`src/rtl/sm_fir4.sv`:
```
// Four-tap sign-magnitude FIR stage: one sequential MAC over four cycles, then normalise/saturate.
// Optional build macro SM_FIR4_ROUND_EN selects round-half-up instead of floor in normalisation.
module sm_fir4 #(
    parameter logic signed [15:0] C0 = 16'sd8192,
    parameter logic signed [15:0] C1 = 16'sd8192,
    parameter logic signed [15:0] C2 = 16'sd0,
    parameter logic signed [15:0] C3 = 16'sd0
) (
    input  logic        clk,
    input  logic        rst_n,
    input  logic        start,
    input  logic [15:0] x_in,
    input  logic        xs_in,
    input  logic [15:0] d1_in,
    input  logic        d1s_in,
    input  logic [15:0] d2_in,
    input  logic        d2s_in,
    input  logic [15:0] d3_in,
    input  logic        d3s_in,
    output logic        busy,
    output logic        done,
    output logic [15:0] y_out,
    output logic        ys_out,
    output logic        ovf_out
);

    typedef enum logic [2:0] {
        StIdle,
        StMac0,
        StMac1,
        StMac2,
        StMac3,
        StNorm
    } state_e;

    state_e             state_q, state_d;
    logic signed [16:0] smp_q [4];
    logic signed [16:0] smp_d [4];
    logic signed [35:0] acc_q, acc_d;
    logic [15:0]        y_q, y_d;
    logic               ys_q, ys_d;
    logic               ovf_q, ovf_d;
    logic               done_q, done_d;

    logic signed [16:0] mac_x;
    logic signed [15:0] mac_c;
    logic signed [32:0] prod;
    logic signed [35:0] prod_ext;
    logic signed [36:0] acc_adj;
    logic signed [36:0] r_full;
    logic [36:0]        r_mag;
    logic               r_sat;

    // Negative zero naturally maps to 0 through the negation.
    function automatic logic signed [16:0] to_tc(input logic [15:0] mag, input logic neg);
        logic signed [16:0] v;
        v = $signed({1'b0, mag});
        return neg ? -v : v;
    endfunction

    always_comb begin
        mac_x = '0;
        mac_c = '0;
        case (state_q)
            StMac0: begin
                mac_x = smp_q[0];
                mac_c = C0;
            end
            StMac1: begin
                mac_x = smp_q[1];
                mac_c = C1;
            end
            StMac2: begin
                mac_x = smp_q[2];
                mac_c = C2;
            end
            StMac3: begin
                mac_x = smp_q[3];
                mac_c = C3;
            end
            default: begin
                mac_x = '0;
                mac_c = '0;
            end
        endcase
        prod     = mac_x * mac_c;
        prod_ext = $signed({{3{prod[32]}}, prod});
    end

    always_comb begin
`ifdef SM_FIR4_ROUND_EN
        acc_adj = $signed({acc_q[35], acc_q}) + 37'sd8192;
`else
        acc_adj = $signed({acc_q[35], acc_q});
`endif
        r_full = acc_adj >>> 14;
        r_mag  = r_full[36] ? 37'(-r_full) : 37'(r_full);
        r_sat  = r_mag > 37'd65535;
    end

    always_comb begin
        state_d = state_q;
        smp_d   = smp_q;
        acc_d   = acc_q;
        y_d     = y_q;
        ys_d    = ys_q;
        ovf_d   = ovf_q;
        done_d  = 1'b0;
        case (state_q)
            StIdle: begin
                if (start) begin
                    smp_d[0] = to_tc(x_in, xs_in);
                    smp_d[1] = to_tc(d1_in, d1s_in);
                    smp_d[2] = to_tc(d2_in, d2s_in);
                    smp_d[3] = to_tc(d3_in, d3s_in);
                    acc_d    = '0;
                    state_d  = StMac0;
                end
            end
            StMac0: begin
                acc_d   = acc_q + prod_ext;
                state_d = StMac1;
            end
            StMac1: begin
                acc_d   = acc_q + prod_ext;
                state_d = StMac2;
            end
            StMac2: begin
                acc_d   = acc_q + prod_ext;
                state_d = StMac3;
            end
            StMac3: begin
                acc_d   = acc_q + prod_ext;
                state_d = StNorm;
            end
            StNorm: begin
                y_d     = r_sat ? 16'hFFFF : r_mag[15:0];
                ovf_d   = r_sat;
                ys_d    = r_full[36];
                done_d  = 1'b1;
                state_d = StIdle;
            end
            default: state_d = StIdle;
        endcase
    end

    always_ff @(posedge clk or negedge rst_n) begin
        if (!rst_n) begin
            state_q <= StIdle;
            smp_q   <= '{default: '0};
            acc_q   <= '0;
            y_q     <= '0;
            ys_q    <= 1'b0;
            ovf_q   <= 1'b0;
            done_q  <= 1'b0;
        end else begin
            state_q <= state_d;
            smp_q   <= smp_d;
            acc_q   <= acc_d;
            y_q     <= y_d;
            ys_q    <= ys_d;
            ovf_q   <= ovf_d;
            done_q  <= done_d;
        end
    end

    assign busy    = (state_q != StIdle);
    assign done    = done_q;
    assign y_out   = y_q;
    assign ys_out  = ys_q;
    assign ovf_out = ovf_q;

endmodule

```
`config.mk`:
```
export PLATFORM = sky130hd
export DESIGN_NAME = sm_fir4
export DESIGN_NICKNAME = d
export VERILOG_FILES = /design/src/rtl/sm_fir4.sv
export SDC_FILE = /design/constraint.sdc
export NUM_CORES = 1
export LEC_CHECK = 0
export BUFFER_PORTS_ARGS = -buffer_cell sky130_fd_sc_hd__buf_2
export CAP_MARGIN = 20
export CORE_MARGIN = 2
export CORE_UTILIZATION = 57
export DETAILED_ROUTE_END_ITERATION = 7
export PLACE_DENSITY = 0.87
export SKIP_LAST_GASP = 1
export SLEW_MARGIN = 15
export SYNTH_ARGS = -nofsm -noshare
export SYNTH_HDL_FRONTEND = slang
export SYNTH_SLANG_ARGS = --single-unit
```
`constraint.sdc`:
```
create_clock -name clk -period 4.6 [get_ports clk]
set_input_delay 0.69 -clock clk [delete_from_list [all_inputs] [get_ports clk]]
set_output_delay 0.69 -clock clk [all_outputs]
set_load 0.005 [all_outputs]
```
==> summary.md <==
| Metric | Value |
|---|---|
| Seq cells post-synth | `around 80` |
| Maximum VDD drop | `~0.00033 V` |
| Post-CTS resize count | `0` |
| Ys async rst share | `100%` |
| GRT Util Overall | `approximately 23%` |
| Pleak | `~2.9 nW` |
| Hold Violations, Final | `0` |
| P_int | `2.19 mW` |
| Reg-to-Reg Start | `state_q[1]` |
| Postcts setup bufs | `0` |
| DRC | `0` |
| Post-Syn Instances | `627` |
| Max-slew violation count | `0` |
| Clock Root Buffer | `clkbuf_8` |
| Fillcell total | `between 700 and 800` |
| Min cycle time layout | `about 4000 ps` |
| Residual overflow from global routing | `0` |
| Clock sink count | `79` |
| Worst rel slew slack | `between 30 and 40%` |
| Clk slew on worst S/H paths | `approximately 80 ps` |
| Kind of critical path | `register to register` |
| Seq pwr share | `between 30% and 40%` |
| Crit path from | `state_q[1]` |
| FP Rows | `36` |
| WL final | `around 12000 um` |
| Post-synth cell types | `between 50 and 60` |
| Vias/cell | `around 5.8` |
| Die height | `104 um` |
| Initial antenna violation count | `0` |
| CP Launch Type | `register` |
| Post-synthesis instance area | `roughly 5600 um2` |
| Max Fanout on Critical Path | `18` |
| Post-synth EDFFs | `0` |
| Share of layout cells above drive strength 1 | `~14%` |
| RSZ-0062 raised after global routing | `no` |
| Avg Cell Area, Syn | `between 9 and 10 um2` |
| Sequential share of the synthesized area | `between 30% and 40%` |
| Via count | `~4.7k` |
| Iter 0 DRT Violations | `around 170` |
| Register Area | `1980 um2` |
| Initial core utilization | `58.3%` |
| Die area | `around 11000 um2` |
| H-Tree Depth | `3` |
| First-pass GRT wire length | `between 20000 and 25000 um` |
| DP Wirelength | `9080 um` |
| Core Util, Final | `~64%` |
| DRT antenna net count | `0` |
| Total negative setup slack | `0 ps` |
| Clock power frac | `a little over an eighth` |
| Comb power frac | `between 50 and 60%` |
| Worst Skew | `about 8.5 ps` |
| Core area | `between 9000 and 10000 um2` |
| HP Class | `register to register` |
| Switch share | `between 40% and 50%` |
| Synth Net Count | `roughly 770` |
| Period utilisation layout | `between 80% and 90%` |
| Number of global-route vias before repair | `between 4k and 5k` |
| P_sw | `1.72 mW` |
| I/O Pins | `91` |
| Final setup vio count | `0` |
| CTS tree | `done` |
| Global placement routability congestion | `0.899` |
| Primary flip-flop cell chosen by synthesis mapping | `dfrtp_1` |
| CP Data Arrival Time | `around 4200 ps` |
| Worst slew pin tran | `slightly above 1000 ps` |
| CP Data Required Time | `about 4800 ps` |
| Die X | `a little over 100 um` |
| Crit end category | `register` |
| Inserted Diodes | `0` |
| CTS Buf Count | `9` |
| Yosys warns | `0` |
| Hold Crit Start | `smp_q[60]` |
| Final layout net count | `a little over 800` |
| Power Dens Cells | `between 600 and 700 nW/um2` |
| IO buf count | `56` |
| Highest clock rate | `about 250 MHz` |
| Max-cap check violation count | `0` |
| Drt wl/cell | `~15 um` |
| Clk_lat worst skew | `about 340 ps` |
| Cts hold-fix bufs | `0` |
| Longest Clk Path Bufs | `2` |
| Multi-input logic area | `~3500 um2` |
| Largest net degree at the start of global routing | `80` |
| DRT Pass-1 Iters | `4` |
| Hold slack | `approximately 490 ps` |
| P&R area growth vs syn | `9.99%` |
| Outcome | `finished clean` |
-- area by class of cell --
type / instances / area share, %
inverter: 16 / 0.967
clock buffer: 11 / 2.44
multi-input combinational: 502 / 56.2
clock inverter: 5 / 0.906
tap: 133 / 2.68
timing repair buffer: 60 / 5.04
sequential: 79 / 31.8
-- worst paths after layout --
kind                             endpoint  slack (ps)  cells past startpoint
worst max register to register  acc_q[34]         670                     14
worst min-delay path            smp_q[60]         490                      2
max in group asynchronous       smp_q[57]        3470                      1
worst min register to register  smp_q[60]         490                      2
min in group asynchronous       acc_q[35]         500                      1
worst max-delay path            acc_q[34]         670                     14
-- Yosys cell counts (3+ instances only) --
master	count	area, um2
nor2_1	63	236
nand3_1	8	40.0
a32o_1	7	70.1
or3_1	9	56.3
o21ai_0	63	315
mux2_2	3	33.8
a211oi_1	5	37.5
nor3_1	7	35.0
a22oi_1	17	128
o311ai_0	3	26.3
or4_1	5	37.5
a22o_1	4	35.0
a21o_1	10	75.1
buf_1	3	11.3
o41ai_1	3	26.3
mux2i_1	5	50.1
xor2_1	39	342
a21oi_1	32	160
o31ai_1	13	97.6
inv_1	16	60.1
o211ai_1	4	30.0
nand2_1	74	278
nor2b_1	6	37.5
nand2b_1	6	37.5
a31oi_1	3	18.8
xnor2_1	11	96.3
dfrtp_1	79	1980
o21a_1	4	30.0
clkbuf_1	24	90.1
ha_1	66	826
-- critical path: stages, from the launching register on --
cell	delay (ps)
dfrtp_1	420
nor2b_1	140
buf_4	200
a22oi_1	260
nor2_1	110
ha_1	320
ha_1	320
ha_1	340
o21ai_0	120
nor2_1	260
o211ai_1	210
a211oi_2	340
o211ai_1	170
a31o_2	270
a221o_1	330
-- registers in the layout, indices dropped and copies added, names as in the netlist --
| register | flops |
|---|---|
| acc_q | 23 |
| done | 1 |
| ovf_out | 1 |
| smp_q | 34 |
| state_q | 3 |
| y_out | 16 |
| ys_out | 1 |
-- through the flow --
step	setup WS, ps	cell area, um2	cells	power [mW]
global route	475	6210	806	4.29
finish	673	6210	806	3.90
CTS	700	6210	806	3.91
floorplan	1030	5650	627	2.84
global placement	918	6000	790	3.24
detailed placement	808	6000	790	3.35
-- cell usage in the layout, fill, tap and decap left out, drive strengths merged, types with 2 or more instances in the layout --
cell type	instances
a211oi	7
o41ai	4
nand2b	6
or3	9
ha	66
nor4	3
or4	7
a21o	10
nor3	8
inv	16
a31oi	3
or2	2
mux2	3
nand3	8
nor2	63
dfrtp	79
clkbuf	11
o21ai	63
o31ai	14
nor2b	6
a21boi	2
xnor2	11
buf	60
clkinv	3
a22o	4
o311ai	3
o211ai	4
a22oi	17
o21a	4
and2	2
a32o	7
xor2	39
a221oi	2
nand2	74
a21oi	32
and3	2
or4b	2
mux2i	5
-- metal layers --
layer  vias up  part of all wire [%]  global-route usage [%]
li1       2343                     -                       -
met5         -                     0                       0
met3        14                   4.7                    3.15
met2       124                    49                    39.4
met1      2217                    45                    30.3
met4         0                   1.1                    5.98
-- kinds of logic after synthesis --
family	synth area share (%)
and+or+nand+nor	15.9
muxes	1.48
AOI/OAI and AO/OA	21.6
buffers and inverters	3.23
adders and majority gates	15.0
DFF	35.0
xor gates and xnor gates	7.75
-- power groups by stage --
stage	Clock (mW)	Combinational, mW	Sequential, mW
5_1_grt	0.561	2.44	1.29
3_3_place_gp	0	2.01	1.23
3_5_place_dp	0	2.10	1.26
4_1_cts	0.535	2.13	1.24
6_report	0.525	2.13	1.25
2_1_floorplan	0	1.68	1.16
(Power assumes the default switching activity.)
